<file path="src/rtl/lsu_mem_sequencer_pkg.sv">
// rtl/lsu_mem_sequencer_pkg.sv - funct3 constants, sequencer state type and byte-enable helper
package riscv_mem_pkg;

  localparam logic [2:0] F3_LB  = 3'b000;
  localparam logic [2:0] F3_LH  = 3'b001;
  localparam logic [2:0] F3_LW  = 3'b010;
  localparam logic [2:0] F3_LBU = 3'b100;
  localparam logic [2:0] F3_LHU = 3'b101;

  localparam logic [2:0] F3_SB  = 3'b000;
  localparam logic [2:0] F3_SH  = 3'b001;
  localparam logic [2:0] F3_SW  = 3'b010;

  typedef enum logic [1:0] {
    ST_IDLE  = 2'd0,
    ST_ISSUE = 2'd1,
    ST_RESP  = 2'd2
  } lsu_state_e;

  // Byte lanes touched by a store of the given size at the given word offset.
  function automatic logic [3:0] store_be(input logic [2:0] funct3, input logic [1:0] offset);
    logic [3:0] be;
    be = 4'b0000;
    case (funct3)
      F3_SB:   be = 4'b0001 << offset;
      F3_SH:   be = 4'b0011 << {offset[1], 1'b0};
      F3_SW:   be = 4'b1111;
      default: be = 4'b0000;
    endcase
    return be;
  endfunction

endpackage

</file>
<file path="src/rtl/lsu_mem_sequencer_if.sv">
// rtl/lsu_mem_sequencer_if.sv - request, data-memory and writeback signals of the load/store sequencer
interface lsu_mem_sequencer_if #(
  parameter int DM_ADDRESS = 9,
  parameter int DATA_W     = 32
);

  logic                  req_valid;
  logic                  req_ready;
  logic                  req_re;
  logic                  req_we;
  logic [2:0]            req_funct3;
  logic [DM_ADDRESS-1:0] req_addr;
  logic [DATA_W-1:0]     req_wdata;

  logic [DM_ADDRESS-1:0] mem_addr;
  logic                  mem_re;
  logic                  mem_we;
  logic [3:0]            mem_be;
  logic [DATA_W-1:0]     mem_wdata;
  logic [DATA_W-1:0]     mem_rdata;

  logic                  rsp_valid;
  logic [DATA_W-1:0]     rsp_rdata;
  logic                  rsp_misalign;
  logic                  rsp_illegal;

  // Pipeline + memory environment side.
  modport master (
    output req_valid, req_re, req_we, req_funct3, req_addr, req_wdata, mem_rdata,
    input  req_ready, mem_addr, mem_re, mem_we, mem_be, mem_wdata,
           rsp_valid, rsp_rdata, rsp_misalign, rsp_illegal
  );

  // Sequencer side.
  modport slave (
    input  req_valid, req_re, req_we, req_funct3, req_addr, req_wdata, mem_rdata,
    output req_ready, mem_addr, mem_re, mem_we, mem_be, mem_wdata,
           rsp_valid, rsp_rdata, rsp_misalign, rsp_illegal
  );

endinterface

</file>
<file path="src/rtl/lsu_mem_sequencer_load_align.sv">
// rtl/lsu_mem_sequencer_load_align.sv - selects the addressed byte/half of a read word and extends it
module lsu_load_align
  import riscv_mem_pkg::*;
(
  input  logic [31:0] rdata,
  input  logic [1:0]  offset,
  input  logic [2:0]  funct3,
  output logic [31:0] result
);

  logic [7:0]  byte_sel;
  logic [15:0] half_sel;

  // Lane pick by offset, then sign or zero extension by load kind.
  always_comb begin
    byte_sel = rdata[{offset, 3'b000} +: 8];
    half_sel = offset[1] ? rdata[31:16] : rdata[15:0];
    case (funct3)
      F3_LB:   result = {{24{byte_sel[7]}}, byte_sel};
      F3_LBU:  result = {24'h000000, byte_sel};
      F3_LH:   result = {{16{half_sel[15]}}, half_sel};
      F3_LHU:  result = {16'h0000, half_sel};
      default: result = rdata;
    endcase
  end

endmodule

</file>
<file path="src/rtl/lsu_mem_sequencer.sv">
// rtl/lsu_mem_sequencer.sv - registers one load/store, issues it to word memory, returns the aligned result
module lsu_mem_sequencer
  import riscv_mem_pkg::*;
#(
  parameter int DM_ADDRESS = 9,
  parameter int DATA_W     = 32
) (
  input  logic                clk,
  input  logic                rst_n,
  lsu_mem_sequencer_if.slave  bus
);

  lsu_state_e            state_q, state_d;
  logic [2:0]            funct3_q, funct3_d;
  logic [DM_ADDRESS-1:0] addr_q, addr_d;
  logic [DATA_W-1:0]     wdata_q, wdata_d;
  logic                  re_q, re_d;
  logic                  we_q, we_d;
  logic                  misalign_q, misalign_d;
  logic                  illegal_q, illegal_d;

  logic                  accept;
  logic                  access_ok;
  logic                  illegal_dec;
  logic                  misalign_dec;
  logic [DATA_W-1:0]     store_wdata;
  logic [DATA_W-1:0]     load_result;

  assign bus.req_ready = (state_q != ST_ISSUE);
  assign accept        = bus.req_valid & bus.req_ready;
  assign access_ok     = ~misalign_q & ~illegal_q;

  // Classify the incoming request; illegal wins, so misalign is only raised for legal sizes.
  always_comb begin
    illegal_dec  = 1'b0;
    misalign_dec = 1'b0;
    if (bus.req_re && bus.req_we) begin
      illegal_dec = 1'b1;
    end else if (bus.req_re) begin
      case (bus.req_funct3)
        F3_LB, F3_LBU: misalign_dec = 1'b0;
        F3_LH, F3_LHU: misalign_dec = bus.req_addr[0];
        F3_LW:         misalign_dec = |bus.req_addr[1:0];
        default:       illegal_dec  = 1'b1;
      endcase
    end else if (bus.req_we) begin
      case (bus.req_funct3)
        F3_SB:   misalign_dec = 1'b0;
        F3_SH:   misalign_dec = bus.req_addr[0];
        F3_SW:   misalign_dec = |bus.req_addr[1:0];
        default: illegal_dec  = 1'b1;
      endcase
    end
  end

  // Replicate store data across lanes so the byte enables alone pick the target bytes.
  always_comb begin
    case (funct3_q)
      F3_SB:   store_wdata = {4{wdata_q[7:0]}};
      F3_SH:   store_wdata = {2{wdata_q[15:0]}};
      default: store_wdata = wdata_q;
    endcase
  end

  lsu_load_align u_load_align (
    .rdata  (bus.mem_rdata),
    .offset (addr_q[1:0]),
    .funct3 (funct3_q),
    .result (load_result)
  );

  // Next state, request capture, memory strobes and the one-cycle writeback pulse.
  always_comb begin
    state_d          = state_q;
    funct3_d         = funct3_q;
    addr_d           = addr_q;
    wdata_d          = wdata_q;
    re_d             = re_q;
    we_d             = we_q;
    misalign_d       = misalign_q;
    illegal_d        = illegal_q;
    bus.mem_re       = 1'b0;
    bus.mem_we       = 1'b0;
    bus.mem_be       = 4'b0000;
    bus.mem_addr     = '0;
    bus.mem_wdata    = '0;
    bus.rsp_valid    = 1'b0;
    bus.rsp_rdata    = '0;
    bus.rsp_misalign = 1'b0;
    bus.rsp_illegal  = 1'b0;

    if (accept) begin
      funct3_d   = bus.req_funct3;
      addr_d     = bus.req_addr;
      wdata_d    = bus.req_wdata;
      re_d       = bus.req_re;
      we_d       = bus.req_we;
      misalign_d = misalign_dec;
      illegal_d  = illegal_dec;
    end

    case (state_q)
      ST_IDLE: begin
        if (accept) state_d = ST_ISSUE;
      end
      ST_ISSUE: begin
        if (access_ok) begin
          bus.mem_re   = re_q;
          bus.mem_we   = we_q;
          bus.mem_addr = {addr_q[DM_ADDRESS-1:2], 2'b00};
          if (we_q) begin
            bus.mem_be    = store_be(funct3_q, addr_q[1:0]);
            bus.mem_wdata = store_wdata;
          end
        end
        state_d = ST_RESP;
      end
      ST_RESP: begin
        bus.rsp_valid    = 1'b1;
        bus.rsp_illegal  = illegal_q;
        bus.rsp_misalign = misalign_q & ~illegal_q;
        if (re_q && access_ok) bus.rsp_rdata = load_result;
        state_d = accept ? ST_ISSUE : ST_IDLE;
      end
      default: state_d = ST_IDLE;
    endcase
  end

  // State and request registers; reset drops any op in flight.
  always_ff @(posedge clk or negedge rst_n) begin
    if (!rst_n) begin
      state_q    <= ST_IDLE;
      funct3_q   <= 3'b000;
      addr_q     <= '0;
      wdata_q    <= '0;
      re_q       <= 1'b0;
      we_q       <= 1'b0;
      misalign_q <= 1'b0;
      illegal_q  <= 1'b0;
    end else begin
      state_q    <= state_d;
      funct3_q   <= funct3_d;
      addr_q     <= addr_d;
      wdata_q    <= wdata_d;
      re_q       <= re_d;
      we_q       <= we_d;
      misalign_q <= misalign_d;
      illegal_q  <= illegal_d;
    end
  end

endmodule

</file>
<file path="src/flat_wrapper.sv">
// flat-port wrapper written by rule: the top's interface ports become plain ports
module lsu_mem_sequencer_flat import riscv_mem_pkg::*;
#(
  parameter int DM_ADDRESS = 9,
  parameter int DATA_W     = 32
)
  (clk, rst_n, bus_req_valid, bus_req_re, bus_req_we, bus_req_funct3, bus_req_addr, bus_req_wdata, bus_mem_rdata, bus_req_ready, bus_mem_addr, bus_mem_re, bus_mem_we, bus_mem_be, bus_mem_wdata, bus_rsp_valid, bus_rsp_rdata, bus_rsp_misalign, bus_rsp_illegal);
  lsu_mem_sequencer_if #(.DM_ADDRESS(DM_ADDRESS), .DATA_W(DATA_W)) bus_i ();
  input  logic clk;
  input  logic rst_n;
  input wire logic [$bits(bus_i.req_valid)-1:0] bus_req_valid;
  input wire logic [$bits(bus_i.req_re)-1:0] bus_req_re;
  input wire logic [$bits(bus_i.req_we)-1:0] bus_req_we;
  input wire logic [$bits(bus_i.req_funct3)-1:0] bus_req_funct3;
  input wire logic [$bits(bus_i.req_addr)-1:0] bus_req_addr;
  input wire logic [$bits(bus_i.req_wdata)-1:0] bus_req_wdata;
  input wire logic [$bits(bus_i.mem_rdata)-1:0] bus_mem_rdata;
  output wire logic [$bits(bus_i.req_ready)-1:0] bus_req_ready;
  output wire logic [$bits(bus_i.mem_addr)-1:0] bus_mem_addr;
  output wire logic [$bits(bus_i.mem_re)-1:0] bus_mem_re;
  output wire logic [$bits(bus_i.mem_we)-1:0] bus_mem_we;
  output wire logic [$bits(bus_i.mem_be)-1:0] bus_mem_be;
  output wire logic [$bits(bus_i.mem_wdata)-1:0] bus_mem_wdata;
  output wire logic [$bits(bus_i.rsp_valid)-1:0] bus_rsp_valid;
  output wire logic [$bits(bus_i.rsp_rdata)-1:0] bus_rsp_rdata;
  output wire logic [$bits(bus_i.rsp_misalign)-1:0] bus_rsp_misalign;
  output wire logic [$bits(bus_i.rsp_illegal)-1:0] bus_rsp_illegal;
  assign bus_i.req_valid = bus_req_valid;
  assign bus_i.req_re = bus_req_re;
  assign bus_i.req_we = bus_req_we;
  assign bus_i.req_funct3 = bus_req_funct3;
  assign bus_i.req_addr = bus_req_addr;
  assign bus_i.req_wdata = bus_req_wdata;
  assign bus_i.mem_rdata = bus_mem_rdata;
  assign bus_req_ready = bus_i.req_ready;
  assign bus_mem_addr = bus_i.mem_addr;
  assign bus_mem_re = bus_i.mem_re;
  assign bus_mem_we = bus_i.mem_we;
  assign bus_mem_be = bus_i.mem_be;
  assign bus_mem_wdata = bus_i.mem_wdata;
  assign bus_rsp_valid = bus_i.rsp_valid;
  assign bus_rsp_rdata = bus_i.rsp_rdata;
  assign bus_rsp_misalign = bus_i.rsp_misalign;
  assign bus_rsp_illegal = bus_i.rsp_illegal;
  lsu_mem_sequencer #(.DM_ADDRESS(DM_ADDRESS), .DATA_W(DATA_W)) u_core (.clk(clk), .rst_n(rst_n), .bus(bus_i));
endmodule
</file>
<file path="config.mk">
export PLATFORM = sky130hd
export DESIGN_NAME = lsu_mem_sequencer_flat
export DESIGN_NICKNAME = d
export VERILOG_FILES = /design/src/rtl/lsu_mem_sequencer_pkg.sv /design/src/rtl/lsu_mem_sequencer_if.sv /design/src/rtl/lsu_mem_sequencer_load_align.sv /design/src/rtl/lsu_mem_sequencer.sv /design/src/flat_wrapper.sv
export SDC_FILE = /design/constraint.sdc
export NUM_CORES = 1
export LEC_CHECK = 0
export ABC_AREA = 1
export CORE_MARGIN = 8
export CORE_UTILIZATION = 45
export DETAILED_ROUTE_END_ITERATION = 6
export PLACE_DENSITY = 0.87
export SLEW_MARGIN = 20
export SYNTH_ARGS = -nofsm -noshare
export SYNTH_HDL_FRONTEND = slang
export SYNTH_SLANG_ARGS = --single-unit
</file>
<file path="constraint.sdc">
create_clock -name clk -period 3.75 [get_ports clk]
set_clock_uncertainty 0.2 [all_clocks]
set_input_delay 1.125 -clock clk [delete_from_list [all_inputs] [get_ports clk]]
set_output_delay 1.125 -clock clk [all_outputs]
set_load 0.03 [all_outputs]
</file>
==> metrics.txt, run 1 <==
# TYPE chip_impl_metric gauge
chip_impl_info{name="status",value="finished clean"} 1
chip_impl_metric{name="vdd_drop_max",unit="mV"} 0.207
chip_impl_metric{name="setup_viol_count_final",unit=""} 0
chip_impl_metric{name="clock_sink_count",unit=""} 50
chip_impl_metric{name="cts-hold-fix-buffers",unit=""} 0
chip_impl_metric{name="post-route-drc-count",unit=""} 0
chip_impl_metric{name="synth_cells",unit=""} 544
chip_impl_info{name="synth_top_area_cell",value="sky130_fd_sc_hd__dfrtp_1"} 1
chip_impl_metric{name="drive_gt1_frac",unit=""} 0.157
chip_impl_info{name="hold_path_class",value="flip-flop to flip-flop"} 1
chip_impl_metric{name="routedWlPerCell",unit="um"} 15.8
chip_impl_metric{name="route.antenna.remaining_nets",unit=""} 0
chip_impl_metric{name="design.core.area",unit="um2"} 7570
chip_impl_info{name="worst_r2r_end",value="u_core.wdata_q[6]$_DFFE_PN0N_"} 1
chip_impl_info{name="setup.worst_path.end_class",value="output port"} 1
chip_impl_metric{name="syn_area_per_cell",unit="um2"} 6.35
chip_impl_metric{name="ff_latch_area",unit="um2"} 1250
chip_impl_metric{name="grt-ovfl-total",unit=""} 0
chip_impl_info{name="cts_tree",value="done"} 1
chip_impl_metric{name="overall_die_width",unit="um"} 104
chip_impl_metric{name="yosysSeqAreaShare",unit=""} 0.362
chip_impl_metric{name="synth.distinct_cells",unit=""} 26
chip_impl_metric{name="critical_path_fanout_max",unit=""} 2
chip_impl_metric{name="yosys_warnings",unit=""} 0
chip_impl_info{name="cp_top_family",value="buffers and inverters"} 1
chip_impl_info{name="timing.critical_path.mode_cell",value="sky130_fd_sc_hd__buf_4"} 1
chip_impl_metric{name="met2_usage_in_global_routing",unit=""} 0.383
chip_impl_metric{name="grt_pass1_vias",unit=""} 4196
chip_impl_metric{name="crit_buf_inv",unit=""} 6
chip_impl_metric{name="fin_cells",unit=""} 797
chip_impl_metric{name="whs",unit="ns"} 0.284
chip_impl_metric{name="yosysTopAreaCellShare",unit=""} 0.362
chip_impl_info{name="timing_worst_setup_path_type",value="input pin to output port"} 1
chip_impl_metric{name="route.detailed.vias_per_inst",unit=""} 5.22
chip_impl_info{name="startpoint_type",value="input pin"} 1
chip_impl_metric{name="top_achievable_clock_speed",unit="GHz"} 0.272
chip_impl_metric{name="multi_input_comb_area",unit="um2"} 1950
chip_impl_info{name="top_usage_layer",value="met2"} 1
chip_impl_info{name="mostFrequentLayoutCells",value="175 x sky130_fd_sc_hd__nand2_1, 99 x sky130_fd_sc_hd__clkdlybuf4s50_1, 95 x sky130_fd_sc_hd__nor2_1, 56 x sky130_fd_sc_hd__buf_4, 50 x sky130_fd_sc_hd__dfrtp_1"} 1
chip_impl_metric{name="timing.final.max_slew_violations",unit=""} 0
chip_impl_metric{name="finish.net_count",unit=""} 775
chip_impl_metric{name="floorplan.rows",unit=""} 32
chip_impl_metric{name="gpl.final_weighted_congestion",unit=""} 0.924
chip_impl_metric{name="mappedNetlistArea",unit="um2"} 3460
chip_impl_metric{name="antennaDiodeCount",unit=""} 0
chip_impl_metric{name="r2r_setup_slk",unit="ns"} 1.84
chip_impl_metric{name="final_number_of_hold_violating_endpoints",unit=""} 0
chip_impl_metric{name="initialDrtViolationCount",unit=""} 272
chip_impl_metric{name="pin_count",unit=""} 164
chip_impl_metric{name="detailroute.via_count",unit=""} 4158
chip_impl_metric{name="timing.reg2reg.worst_path_depth",unit=""} 4
chip_impl_metric{name="fin_total_pwr",unit="uW"} 1820
chip_impl_info{name="worst_setup_path_endpoint",value="bus_rsp_rdata[7]"} 1
chip_impl_info{name="synth_top_cells_by_area",value="sky130_fd_sc_hd__dfrtp_1 36%, sky130_fd_sc_hd__nand2_1 19%, sky130_fd_sc_hd__nor2_1 11%"} 1
chip_impl_metric{name="fillCellCount",unit=""} 614
chip_impl_metric{name="largest_net_degree_at_the_start_of_global_routing",unit=""} 53
chip_impl_metric{name="worstSkewPairLatency",unit="ns"} 0.30
chip_impl_metric{name="worst-path-stages",unit=""} 11
chip_impl_metric{name="power_leakage",unit="uW"} 0.00264
chip_impl_info{name="worst_setup_path_startpoint",value="bus_mem_rdata[15]"} 1
chip_impl_metric{name="groute.layer.met3.usage",unit=""} 0.0638
chip_impl_metric{name="total_length_of_routed_wires",unit="um"} 12600
chip_impl_metric{name="cts.clk_slew.worst_paths",unit="ns"} 0.09
chip_impl_metric{name="placedCellCount",unit=""} 783
chip_impl_info{name="worst_r2r_startpoint",value="u_core.state_q[0]$_DFFE_PN0P_"} 1
chip_impl_metric{name="htree_levels",unit=""} 2
chip_impl_metric{name="postSynthRegisterBits",unit=""} 50
chip_impl_metric{name="antenna_found_initial",unit=""} 0
chip_impl_metric{name="portBuffers",unit=""} 161
chip_impl_metric{name="critical_path_arrival",unit="ns"} 2.36
chip_impl_metric{name="die_h",unit="um"} 104
chip_impl_metric{name="maxCapViolations",unit=""} 0
chip_impl_metric{name="cp_slowest_stage_delay",unit="ns"} 0.25
chip_impl_metric{name="layout_min_cycle_time",unit="ns"} 3.68
chip_impl_info{name="clock-root-buffer",value="sky130_fd_sc_hd__clkbuf_8"} 1
chip_impl_metric{name="max_slew_margin",unit=""} 0.459
chip_impl_metric{name="timing.critical_path.required",unit="ns"} 2.42
chip_impl_metric{name="syn_to_final_growth",unit="%"} 54.0
chip_impl_metric{name="grt_use_total",unit=""} 0.230
chip_impl_metric{name="drt_pass1_iterations",unit=""} 5
chip_impl_metric{name="tritoncts.num_buffers",unit=""} 5
chip_impl_metric{name="die-area",unit="um2"} 10700
chip_impl_metric{name="setup_tns",unit="ns"} 0
chip_impl_info{name="layout_commonest_cell",value="sky130_fd_sc_hd__nand2_1"} 1
chip_impl_metric{name="floorplan.initialDensity",unit=""} 0.457
chip_impl_metric{name="max_slew.worst_pin.slew",unit="ns"} 0.810
chip_impl_info{name="critical_path.cell_chain",value="dlygate4sd2_1, inv_1, nand2_1, nand3_2, nand2_2, buf_4, buf_4, buf_4, nor2_2, nor2_1, buf_4"} 1
chip_impl_metric{name="hpwlAfterDp",unit="um"} 9200
chip_impl_metric{name="grt_first_pass_wirelength",unit="um"} 20700
chip_impl_metric{name="portion_of_the_clock_cycle_consumed_by_the_worst_path_in_the_final_layout",unit=""} 0.981
chip_impl_metric{name="clock_tree.buffer_depth",unit=""} 2
chip_impl_metric{name="grt.met1_usage",unit=""} 0.271
chip_impl_metric{name="power.density_cell_area",unit="nW/um2"} 342
chip_impl_info{name="crit_path_top_delay_cell",value="sky130_fd_sc_hd__dlygate4sd2_1"} 1
## what timing repair did
item | in CTS | in global routing
pin swaps | 8 | 2
buffers inserted | 5 | 0
setup endpoints to repair | 24 | 6
gates resized for setup | 22 | 8
cloned | 1 | 0
## through the flow
| step | area [um2] | util | setup WS (ns) |
|---|---|---|---|
| finish | 5320 | 0.703 | 0.0694 |
| detailed placement | 5020 | 0.663 | -0.0591 |
| floorplan | 3460 | - | 0.297 |
| global route | 5320 | 0.703 | -0.0130 |
| CTS | 5300 | 0.700 | 0.0767 |
| global placement | 5020 | 0.663 | 0.0259 |
## cell families (layout without fill, tap and decap cells)
kind of cell	after synthesis	after routing	share of synthesized area
other cells	1	2	0.00109
buf+inv	70	220	0.0945
compound gates	92	92	0.144
flops	50	50	0.362
simple gates	331	331	0.398
## sequential cells by signal, summed over array words and instances, names as in the netlist
register,count
u_core.wdata_q,32
u_core.addr_q,9
u_core.funct3_q,3
u_core.state_q,2
u_core.illegal_q,1
u_core.misalign_q,1
u_core.re_q,1
u_core.we_q,1
## synthesized netlist by cell type
| library cell | n |
|---|---|
| sky130_fd_sc_hd__conb_1 | 1 |
| sky130_fd_sc_hd__nand3_4 | 2 |
| sky130_fd_sc_hd__nand2_4 | 1 |
| sky130_fd_sc_hd__a211oi_1 | 8 |
| sky130_fd_sc_hd__a21oi_1 | 29 |
| sky130_fd_sc_hd__dfrtp_1 | 50 |
| sky130_fd_sc_hd__nor2_2 | 2 |
| sky130_fd_sc_hd__o21ai_0 | 45 |
| sky130_fd_sc_hd__inv_4 | 1 |
| sky130_fd_sc_hd__nand3_1 | 36 |
| sky130_fd_sc_hd__o21a_1 | 7 |
| sky130_fd_sc_hd__buf_6 | 3 |
| sky130_fd_sc_hd__buf_4 | 4 |
| sky130_fd_sc_hd__clkbuf_2 | 1 |
| sky130_fd_sc_hd__clkbuf_1 | 8 |
| sky130_fd_sc_hd__nand2_1 | 177 |
| sky130_fd_sc_hd__nand2_2 | 3 |
| sky130_fd_sc_hd__clkinv_2 | 1 |
| sky130_fd_sc_hd__inv_2 | 3 |
| sky130_fd_sc_hd__clkinv_1 | 1 |
| sky130_fd_sc_hd__inv_1 | 31 |
| sky130_fd_sc_hd__buf_2 | 17 |
| sky130_fd_sc_hd__nor2_1 | 97 |
| sky130_fd_sc_hd__nor3_1 | 9 |
| sky130_fd_sc_hd__nor2_4 | 4 |
| sky130_fd_sc_hd__o21ai_1 | 3 |
## power by group
| part | total [uW] | switching, uW | internal, uW |
|---|---|---|---|
| sequential | 666 | 56.8 | 610 |
| clock | 467 | 182 | 284 |
| combinational | 689 | 416 | 273 |
## per-layer routing
layer | routed length [um] | up-vias
met2 | 6010 | 215
met4 | 373 | 0
met5 | 0 | -
li1 | - | 2021
met1 | 5140 | 1890
met3 | 1030 | 32
## worst min-delay path, delay by kind of cell (launching register included)
family | cells | cell delay [ns]
flip-flops | 1 | 0.35
AND/OR/NAND/NOR | 2 | 0.10
## layout make-up
cell class / instances / area share
clock inverters: 2 / 0.0113
flip-flops and latches: 50 / 0.235
inverters: 37 / 0.0268
multi-input cells: 425 / 0.367
repair buffers: 175 / 0.320
well taps: 102 / 0.0240
clock buffers: 6 / 0.0155
## worst min-delay path by stage
stage,from,to,depth (start not counted)
floorplan,u_core.addr_q[2]$_DFFE_PN0N_,u_core.addr_q[2]$_DFFE_PN0N_,2
global placement,u_core.addr_q[3]$_DFFE_PN0N_,u_core.addr_q[3]$_DFFE_PN0N_,2
detailed placement,u_core.wdata_q[25]$_DFFE_PN0N_,u_core.wdata_q[25]$_DFFE_PN0N_,2
CTS,u_core.wdata_q[25]$_DFFE_PN0N_,u_core.wdata_q[25]$_DFFE_PN0N_,2
global route,u_core.wdata_q[30]$_DFFE_PN0N_,u_core.wdata_q[30]$_DFFE_PN0N_,2
finish,u_core.wdata_q[30]$_DFFE_PN0N_,u_core.wdata_q[30]$_DFFE_PN0N_,2
Power figures use the tool's default switching activity.
==> run 2, diff against run 1 <==
--- a/constraint.sdc
+++ b/constraint.sdc
@@ -4,2 +4,2 @@
 set_output_delay 1.125 -clock clk [all_outputs]
-set_load 0.03 [all_outputs]
+set_load 0.01 [all_outputs]
==> run 2 against run 1 <==
Non-clock buffer count is 7 higher. Highest routed layer unchanged. Total power is 7.9% lower. Largest cell class unchanged. Die area stayed put. Worst setup slack worse by 0.035 ns. Clock power is 27% lower. First-iteration DRC count stayed put. Utilization is 0.33 points higher.
==> metrics.txt, run 2 (synthesized netlist as in run 1, its figures left out) <==
# TYPE chip_impl_metric gauge
chip_impl_info{name="status",value="finished clean"} 1
chip_impl_metric{name="clock_sink_count",unit=""} 50
chip_impl_metric{name="top_achievable_clock_speed",unit="GHz"} 0.269
chip_impl_metric{name="critical_path_arrival",unit="ns"} 2.39
chip_impl_metric{name="gpl.final_weighted_congestion",unit=""} 0.917
chip_impl_metric{name="largest_register_ff_count",unit=""} 32
chip_impl_metric{name="hpwlAfterDp",unit="um"} 9350
chip_impl_metric{name="design.core.area",unit="um2"} 7570
chip_impl_metric{name="ff_latch_area",unit="um2"} 1250
chip_impl_metric{name="multi_input_comb_area",unit="um2"} 1990
chip_impl_metric{name="cts-hold-fix-buffers",unit=""} 0
chip_impl_info{name="layout_commonest_cell",value="sky130_fd_sc_hd__nand2_1"} 1
chip_impl_metric{name="die_h",unit="um"} 104
chip_impl_info{name="cts_tree",value="done"} 1
chip_impl_metric{name="overall_die_width",unit="um"} 104
chip_impl_metric{name="setup_viol_count_final",unit=""} 0
chip_impl_metric{name="antennaDiodeCount",unit=""} 0
chip_impl_metric{name="grt_first_pass_wirelength",unit="um"} 20400
chip_impl_metric{name="tritoncts.num_buffers",unit=""} 5
chip_impl_metric{name="fillCellCount",unit=""} 628
chip_impl_metric{name="finish.utilization",unit=""} 0.707
chip_impl_metric{name="htree_levels",unit=""} 2
chip_impl_metric{name="initialDrtViolationCount",unit=""} 272
chip_impl_metric{name="clock_tree.buffer_depth",unit=""} 2
chip_impl_metric{name="route.detailed.vias_per_inst",unit=""} 5.37
chip_impl_metric{name="floorplan.initialDensity",unit=""} 0.457
chip_impl_info{name="setup.worst_path.end_class",value="output port"} 1
chip_impl_metric{name="antenna_found_initial",unit=""} 0
chip_impl_info{name="worst_r2r_end",value="u_core.wdata_q[2]$_DFFE_PN0N_"} 1
chip_impl_info{name="worst_r2r_startpoint",value="u_core.state_q[0]$_DFFE_PN0P_"} 1
chip_impl_metric{name="largest_net_degree_at_the_start_of_global_routing",unit=""} 53
chip_impl_metric{name="die-area",unit="um2"} 10700
chip_impl_info{name="startpoint_type",value="input pin"} 1
chip_impl_metric{name="floorplan.rows",unit=""} 32
chip_impl_metric{name="timing.critical_path.required",unit="ns"} 2.42
chip_impl_metric{name="layout_min_cycle_time",unit="ns"} 3.72
chip_impl_metric{name="power_leakage",unit="uW"} 0.00258
chip_impl_metric{name="final_number_of_hold_violating_endpoints",unit=""} 0
chip_impl_metric{name="drive_gt1_frac",unit=""} 0.138
chip_impl_metric{name="portion_of_the_clock_cycle_consumed_by_the_worst_path_in_the_final_layout",unit=""} 0.991
chip_impl_metric{name="timing.final.max_slew_violations",unit=""} 0
chip_impl_metric{name="grt_use_total",unit=""} 0.225
chip_impl_metric{name="min_delay_path_depth",unit=""} 2
chip_impl_metric{name="finish.net_count",unit=""} 782
chip_impl_info{name="clock-root-buffer",value="sky130_fd_sc_hd__clkbuf_8"} 1
chip_impl_metric{name="grt_pass1_vias",unit=""} 4132
chip_impl_metric{name="worstSkewPairLatency",unit="ns"} 0.31
chip_impl_info{name="grt_setup_unrepaired",value="false"} 1
chip_impl_metric{name="max_slew.worst_pin.slew",unit="ns"} 0.801
chip_impl_info{name="largest-register",value="u_core.wdata_q"} 1
chip_impl_metric{name="grt-ovfl-total",unit=""} 0
chip_impl_info{name="top_regs",value="u_core.wdata_q: 32 flops, u_core.addr_q: 9 flops, u_core.funct3_q: 3 flops"} 1
chip_impl_metric{name="detailroute.via_count",unit=""} 4314
chip_impl_metric{name="r2r_setup_slk",unit="ns"} 1.80
chip_impl_metric{name="pin_count",unit=""} 164
chip_impl_metric{name="max_slew_margin",unit=""} 0.465
chip_impl_metric{name="critical_path_fanout_max",unit=""} 2
chip_impl_info{name="timing_worst_setup_path_type",value="input pin to output port"} 1
chip_impl_info{name="worst_setup_path_startpoint",value="bus_mem_rdata[29]"} 1
chip_impl_metric{name="cts.clk_slew.worst_paths",unit="ns"} 0.10
chip_impl_metric{name="syn_to_final_growth",unit="%"} 54.7
chip_impl_info{name="mostFrequentLayoutCells",value="174 x sky130_fd_sc_hd__nand2_1, 124 x sky130_fd_sc_hd__clkdlybuf4s50_1, 95 x sky130_fd_sc_hd__nor2_1, 50 x sky130_fd_sc_hd__dfrtp_1, 44 x sky130_fd_sc_hd__o21ai_0"} 1
chip_impl_metric{name="portBuffers",unit=""} 161
chip_impl_metric{name="routedWlPerCell",unit="um"} 16.4
chip_impl_metric{name="route.antenna.remaining_nets",unit=""} 0
chip_impl_metric{name="drt_pass1_iterations",unit=""} 5
chip_impl_metric{name="post-route-drc-count",unit=""} 0
chip_impl_metric{name="timing.reg2reg.worst_path_depth",unit=""} 4
chip_impl_metric{name="total_length_of_routed_wires",unit="um"} 13200
chip_impl_metric{name="setup_tns",unit="ns"} 0
chip_impl_metric{name="maxCapViolations",unit=""} 0
chip_impl_info{name="hold_path_class",value="flip-flop to flip-flop"} 1
chip_impl_metric{name="vdd_drop_max",unit="mV"} 0.201
chip_impl_metric{name="power.density_cell_area",unit="nW/um2"} 314
chip_impl_info{name="worst_setup_path_endpoint",value="bus_rsp_rdata[5]"} 1
-- run 2: cell count changes in the layout (fill, tap and decap cells not counted), sizes merged --
cell / previous run / this run
dlygate4sd2: 4 / 9
inv: 35 / 37
clkinvlp: 0 / 1
dlymetal6s2s: 5 / 3
clkdlybuf4s50: 99 / 124
buf: 67 / 44
clkinv: 2 / 1
clkbuf: 6 / 8
bufinv: 2 / 0
-- run 2: timing repair --
action	in CTS	in global routing
resized for setup	112	29
setup buffers	2	3
pin swaps	4	4
endpoints found under the setup margin	33	39
gates cloned	0	3
-- run 2: where the power goes --
part           internal (uW)  switching, uW  total [uW]  leakage, uW
Clock                    152            189         341    0.0000478
Combinational            280            388         668      0.00191
Sequential               609           59.1         669     0.000614
Total                   1040            636        1680      0.00258
-- run 2: worst min-delay path by stage --
stage                                           endpoint  slack (ns)                            from
after floorplan             u_core.addr_q[2]$_DFFE_PN0N_        0.25    u_core.addr_q[2]$_DFFE_PN0N_
final                     u_core.wdata_q[22]$_DFFE_PN0N_        0.29  u_core.wdata_q[22]$_DFFE_PN0N_
after global placement      u_core.addr_q[3]$_DFFE_PN0N_        0.26    u_core.addr_q[3]$_DFFE_PN0N_
after CTS                 u_core.wdata_q[24]$_DFFE_PN0N_        0.29  u_core.wdata_q[24]$_DFFE_PN0N_
after detailed placement  u_core.wdata_q[24]$_DFFE_PN0N_        0.27  u_core.wdata_q[24]$_DFFE_PN0N_
after global routing      u_core.wdata_q[24]$_DFFE_PN0N_        0.31  u_core.wdata_q[24]$_DFFE_PN0N_
-- run 2: stage by stage --
step / setup slack (ns) / hold WS [ns] / total power [uW] / cells / cell area, um2
2_1_floorplan: 0.578 / 0.249 / 1020 / 545 / 3460
3_3_place_gp: -0.343 / 0.261 / 1260 / 788 / 5130
3_5_place_dp: -0.418 / 0.266 / 1280 / 788 / 5130
4_1_cts: -0.00365 / 0.292 / 1630 / 798 / 5150
5_1_grt: 0.00445 / 0.314 / 1780 / 804 / 5350
6_report: 0.0348 / 0.291 / 1680 / 804 / 5350
-- run 2: area by class of cell --
cell class | instances | share of cell area
clock buffer | 6 | 0.0154
clock inverter | 2 | 0.00304
inverter | 37 | 0.0276
multi-input combinational | 425 | 0.373
sequential | 50 | 0.234
tap | 102 | 0.0239
timing repair buffer | 182 | 0.323
-- run 2: per-layer routing --
layer / GRT usage / routed length, um
met2: 0.375 / 6290
met1: 0.272 / 5260
met3: 0.0539 / 1170
met4: 0.0913 / 459
met5: 0 / 0
-- run 2: critical path, cell delays in order --
cell and delay (ns):
sky130_fd_sc_hd__clkdlybuf4s50_1 0.53, sky130_fd_sc_hd__nand2_1 0.10, sky130_fd_sc_hd__nand3_1 0.15, sky130_fd_sc_hd__o21ai_1 0.09
sky130_fd_sc_hd__nor2_1 0.10, sky130_fd_sc_hd__dlygate4sd2_1 0.29
